File: config.mk
export PLATFORM = sky130hd
export DESIGN_NAME = mips_mc_control_fsm
export DESIGN_NICKNAME = d
export VERILOG_FILES = /design/src/rtl/mips_mc_control_fsm.sv
export SDC_FILE = /design/constraint.sdc
export NUM_CORES = 1
export LEC_CHECK = 0
export CAP_MARGIN = 20
export CORE_ASPECT_RATIO = 1.2
export CORE_MARGIN = 8
export CORE_UTILIZATION = 32
export CTS_CLUSTER_DIAMETER = 200
export CTS_CLUSTER_SIZE = 20
export DETAILED_ROUTE_END_ITERATION = 16
export HOLD_SLACK_MARGIN = 0.1
export MAX_ROUTING_LAYER = met4
export PLACE_DENSITY = 0.6
export SLEW_MARGIN = 20
export SYNTH_ARGS = -nofsm -noshare
export SYNTH_HDL_FRONTEND = slang
export SYNTH_SLANG_ARGS = --single-unit
File: constraint.sdc
create_clock -name clk -period 3.5 [get_ports clk]
set_input_delay 0.35 -clock clk [delete_from_list [all_inputs] [get_ports clk]]
set_output_delay 0.35 -clock clk [all_outputs]
set_load 0.02 [all_outputs]
File: src/rtl/mips_mc_control_fsm.sv
// Main control sequencer for the multi-cycle MIPS datapath: steps FETCH/DECODE/EXEC/MEM/WB,
// counts retired instructions and traps illegal opcodes and memory timeouts.
module mips_mc_control_fsm #(
  parameter int MEM_WAIT_MAX = 15,
  parameter int CNT_W        = 32
) (
  input  logic             clk,
  input  logic             rst,
  input  logic [5:0]       opcode,
  input  logic [5:0]       funct,
  input  logic             zero,
  input  logic             mem_ready,
  output logic             pc_write,
  output logic             pc_write_cond,
  output logic             i_or_d,
  output logic             mem_read,
  output logic             mem_write,
  output logic             ir_write,
  output logic             mem_to_reg,
  output logic [1:0]       reg_dst,
  output logic             reg_write,
  output logic             alu_src_a,
  output logic [1:0]       alu_src_b,
  output logic [1:0]       alu_op,
  output logic [1:0]       pc_source,
  output logic             InstDone,
  output logic             illegal,
  output logic             bus_err,
  output logic [CNT_W-1:0] retired,
  output logic [3:0]       state
);

  typedef enum logic [3:0] {
    S_IDLE   = 4'd0,  S_FETCH = 4'd1,  S_DECODE = 4'd2,  S_MEMADR = 4'd3,
    S_MEMRD  = 4'd4,  S_MEMWB = 4'd5,  S_MEMWR  = 4'd6,  S_RTEXE  = 4'd7,
    S_ALUWB  = 4'd8,  S_BEQ   = 4'd9,  S_IEXE   = 4'd10, S_IWB    = 4'd11,
    S_JUMP   = 4'd12, S_JAL   = 4'd13, S_TRAP   = 4'd14
  } state_e;

  localparam int WAIT_W = $clog2(MEM_WAIT_MAX + 1);

  state_e             state_q, state_d;
  logic [WAIT_W-1:0]  wait_q, wait_d;
  logic               jr_q, jr_d;
  logic               illegal_q, illegal_d;
  logic               bus_err_q, bus_err_d;
  logic [CNT_W-1:0]   retired_q, retired_d;
  logic               in_wait;
  logic               unused_zero;

  // The branch decision is made in the datapath; zero is part of the interface only.
  assign unused_zero = zero;

  // NOTE: state registers use non-blocking assignments so every flop samples pre-edge values.
  always_ff @(posedge clk or negedge rst) begin
    if (!rst) begin
      state_q   <= S_IDLE;
      wait_q    <= '0;
      jr_q      <= 1'b0;
      illegal_q <= 1'b0;
      bus_err_q <= 1'b0;
      retired_q <= '0;
    end else begin
      state_q   <= state_d;
      wait_q    <= wait_d;
      jr_q      <= jr_d;
      illegal_q <= illegal_d;
      bus_err_q <= bus_err_d;
      retired_q <= retired_d;
    end
  end

  assign in_wait = (state_q == S_FETCH) || (state_q == S_MEMRD) || (state_q == S_MEMWR);

  // NOTE: every signal written here gets a default first, so no path can infer a latch.
  always_comb begin
    state_d       = state_q;
    wait_d        = '0;
    jr_d          = jr_q;
    illegal_d     = illegal_q;
    bus_err_d     = bus_err_q;
    retired_d     = retired_q;
    pc_write      = 1'b0;
    pc_write_cond = 1'b0;
    i_or_d        = 1'b0;
    mem_read      = 1'b0;
    mem_write     = 1'b0;
    ir_write      = 1'b0;
    mem_to_reg    = 1'b0;
    reg_dst       = 2'd0;
    reg_write     = 1'b0;
    alu_src_a     = 1'b0;
    alu_src_b     = 2'd0;
    alu_op        = 2'd0;
    pc_source     = 2'd0;
    InstDone      = 1'b0;

    // Wait counter runs only while a memory state stalls; any other cycle clears it.
    if (in_wait && !mem_ready) wait_d = wait_q + 1'b1;

    case (state_q)
      S_IDLE: state_d = S_FETCH;
      S_FETCH: begin
        mem_read  = 1'b1;
        alu_src_b = 2'd1;
        if (mem_ready) begin
          ir_write = 1'b1;
          pc_write = 1'b1;
          state_d  = S_DECODE;
        end
      end
      S_DECODE: begin
        alu_src_b = 2'd3;
        jr_d      = (opcode == 6'h00) && (funct == 6'h08);
        case (opcode)
          6'h23, 6'h2B: state_d = S_MEMADR;
          6'h00:        state_d = (funct == 6'h08) ? S_JUMP : S_RTEXE;
          6'h04:        state_d = S_BEQ;
          6'h08:        state_d = S_IEXE;
          6'h02:        state_d = S_JUMP;
          6'h03:        state_d = S_JAL;
          default: begin
            state_d   = S_TRAP;
            illegal_d = 1'b1;
          end
        endcase
      end
      S_MEMADR: begin
        alu_src_a = 1'b1;
        alu_src_b = 2'd2;
        state_d   = (opcode == 6'h2B) ? S_MEMWR : S_MEMRD;
      end
      S_MEMRD: begin
        i_or_d   = 1'b1;
        mem_read = 1'b1;
        if (mem_ready) state_d = S_MEMWB;
      end
      S_MEMWB: begin
        mem_to_reg = 1'b1;
        reg_write  = 1'b1;
        InstDone   = 1'b1;
      end
      S_MEMWR: begin
        i_or_d    = 1'b1;
        mem_write = 1'b1;
        InstDone  = mem_ready;
      end
      S_RTEXE: begin
        alu_src_a = 1'b1;
        alu_op    = 2'd2;
        state_d   = S_ALUWB;
      end
      S_ALUWB: begin
        reg_dst   = 2'd1;
        reg_write = 1'b1;
        InstDone  = 1'b1;
      end
      S_BEQ: begin
        alu_src_a     = 1'b1;
        alu_op        = 2'd1;
        pc_write_cond = 1'b1;
        pc_source     = 2'd1;
        InstDone      = 1'b1;
      end
      S_IEXE: begin
        alu_src_a = 1'b1;
        alu_src_b = 2'd2;
        state_d   = S_IWB;
      end
      S_IWB: begin
        reg_write = 1'b1;
        InstDone  = 1'b1;
      end
      S_JUMP: begin
        pc_write  = 1'b1;
        pc_source = jr_q ? 2'd3 : 2'd2;
        InstDone  = 1'b1;
      end
      S_JAL: begin
        pc_write  = 1'b1;
        pc_source = 2'd2;
        reg_dst   = 2'd2;
        reg_write = 1'b1;
        InstDone  = 1'b1;
      end
      default: state_d = S_TRAP;
    endcase

    if (InstDone) begin
      state_d   = S_FETCH;
      retired_d = retired_q + 1'b1;
    end

    if (in_wait && !mem_ready && (wait_q == WAIT_W'(MEM_WAIT_MAX - 1))) begin
      state_d   = S_TRAP;
      bus_err_d = 1'b1;
    end
  end

  assign illegal = illegal_q;
  assign bus_err = bus_err_q;
  assign retired = retired_q;
  assign state   = state_q;

endmodule

==> impl_metrics.toml <==
[floorplanning]
ios = 72
rows = 34
dieHeight_um = 111
die_w_um = 94.9
core_um2 = 7230
die_area_um2 = 10500
start_util = 0.330

[timing]
finalSetupTns_ns = 0
finalSetupViolCount = 0
whs_ns = 0.468
hold_viol = 0
fin_crit_sh = 0.827
tightest_slew_ns = 0.799
rsz0062_at_grt = "false"
worst_slack_ns = 0.604
slew_viol_final = 0
slew_headroom = 0.464
fin_worst_skew_ns = 0.00681
fin_crit_ns = 2.90
fmax_mhz = 345

[logic_synthesis]
synth_compound_area_frac = 0.113
synth_adder_area_share = 0.0157
synth-edff-count = 0
syn_area_per_cell_um2 = 9.60
yosys.area.top_type = "dfrtp_1"
synthCells = 249
yosys_warnings = 0
synthesis.area_um2 = 2390
ys_ff_latch = 43
yosys_most_used_dff = "dfrtp_1"
synthMuxAreaShare = 0.00890
synth_area_leaders = "dfrtp_1 (45%), xnor2_1 (7.7%), xor2_1 (4.4%), nand2_1 (3.0%), nand3_1 (2.9%)"
synth_top_area_frac = 0.450
synthSimpleGateAreaFrac = 0.260
ys_async_sr_fraction = 1.00
ys_seq_area_frac = 0.450
synth_nets = 268
synth_xor_area_frac = 0.121
synth_top_family_by_area = "simple AND/OR/NAND/NOR gates"
ys_types = 48

[global_routing]
grt_pass1_vias = 2088
grt_pass1_wl_um = 10400
grt_max_degree = 44
groute.usage.overall = 0.124
grt_antenna_before_repair = 0
grt-ovfl-total = 0

[cells_and_area]
final_common_cell = "clkdlybuf4s50_1"
layout_common_cells = "clkdlybuf4s50_1 (69), dfrtp_1 (43), xnor2_1 (21)"
drive_gt1_frac = 0.0656
final_nets = 338
fin_util = 0.451
antenna_cells = 0
syn2layout_area_growth_pct = 36.3

[worst_setup_path]
path_cells = "nor2b_1 > o21ai_1 > nand3_1 > clkdlybuf4s50_1"
timing.rr.start = "state[3]"
r2r_slack_ns = 1.02
slowest_stage = "dfrtp_1"
reg2regPathDepth = 5
required_ns = 3.15
crit_path_end_kind = "output pin"
worstReg2RegEnd = "retired[15]"
cp-endpoint = "InstDone"
arrival_ns = 2.55
path_buf_inv = 1
startpoint = "state[3]"
critPathTopFamily = "flip-flops"
critical_path_class = "reg2out"
path_depth = 4
startpoint_type = "flop"
max_stage_delay_ns = 0.70
worstPathMaxFanout = 18

[clock_network]
clk_pin_slew_ns = 0.08
cts_resized = 0
cts_root_buffer = "clkbuf_8"
cts.sink_count = 43
clockBufferDepth = 2
clk_latency_ns = 0.29
numCtsBuffers = 5
cts_tree = "built"
cts_hold_buffers = 0
htreeDepth = 2
post_cts_buffers = 0

[routing]
drc = 0
drt_first_pass_iters = 4
ant_nets = 0
drt-total-wl_um = 6180
vias = 2097
drt_iter0_markers = 72
wl_per_cell_um = 15.1
drt-vias-per-instance = 5.11

[min_path]
min-delay-start = "retired[31]"
hold_path_class = "reg2reg"

[power]
p_leak_nw = 1.33
peakVddDrop_uv = 312
powerDensity_nw_per_um2 = 602

[placed_design]
place_ws_ns = 0.931
place_hpwl_um = 4680
routabilityCongestion = 0.857
port-buffer-count = 70

[job]
maxCapViolations = 0

[run_status]
status = "finished clean"
worst min-delay path by stage:
stage,end,slack [ns],cells past startpoint
detailed placement,retired[31],0.46,1
CTS,retired[26],0.24,1
global route,retired[31],0.49,1
finish,retired[31],0.47,1
global placement,retired[31],0.46,1
floorplan,bus_err,0.05,0
synthesized netlist by cell type (2+ instances only):
master    count
dfrtp_1      43
xnor2_1      21
nand2_1      19
nor2_1       18
nand3_1      14
xor2_1       12
nor3_1       10
a21oi_1       8
inv_1         8
nand2b_1      8
nor2b_1       8
nand4_1       7
and3_1        6
clkbuf_1      6
a311oi_1      5
o21ai_0       5
and2_1        4
or2_2         4
a211oi_1      3
a21o_1        3
and4_1        3
ha_1          3
a31o_2        2
o21a_1        2
o31ai_1       2
or4_1         2
or4_4         2
worst reg2reg max path, stage by stage, from the launching register on:
cell,delay [ns]
dfrtp_1,0.70
nor2b_1,0.38
o21ai_1,0.20
a311oi_1,0.75
nand3_1,0.18
xnor2_1,0.16
metal layers:
metal | GRT usage | vias up | share of wire
met5 | - | - | 0
met4 | 0.0324 | 0 | 0.010
met1 | 0.157 | 1006 | 0.46
li1 | - | 1020 | -
met3 | 0.0318 | 6 | 0.063
met2 | 0.189 | 65 | 0.47
final cells by class:
cell class / count / area [µm²]
flip-flops and latches: 43 / 1080
multi-input cells: 189 / 1240
well taps: 90 / 113
clock buffers: 6 / 72.6
inverters: 8 / 30.0
fillers: 734 / 3970
clock inverters: 2 / 12.5
repair buffers: 72 / 716
logic make-up after synthesis:
| kind of cell | after synthesis |
|---|---|
| DFF | 43 |
| buffers and inverters | 17 |
| xor gates and xnor gates | 33 |
| muxes | 2 |
| AOI/OAI and AO/OA | 39 |
| adders and majority gates | 3 |
| and+or+nand+nor | 112 |
report_power, final:
| part | internal [W] | leakage (nW) | total [W] | switching [W] |
|---|---|---|---|---|
| Clock | 0.000140 | 0.0412 | 0.000307 | 0.000168 |
| Combinational | 0.000442 | 0.734 | 0.000928 | 0.000486 |
| Sequential | 0.000562 | 0.557 | 0.000726 | 0.000165 |
| Total | 0.00114 | 1.33 | 0.00196 | 0.000819 |
state kept, by name, indices dropped and copies added, names as in the netlist:
signal,flops
jr_q,1
bus_err,1
state,4
wait_q,4
retired,32
illegal,1
through the flow:
stage	total power, W	instance area [µm²]	cells
6_report	0.00196	3260	410
3_5_place_dp	0.00167	3160	401
5_1_grt	0.00211	3260	410
2_1_floorplan	0.00126	2390	249
3_3_place_gp	0.00167	3160	401
4_1_cts	0.00199	3250	409
(Power assumes the default switching activity.)
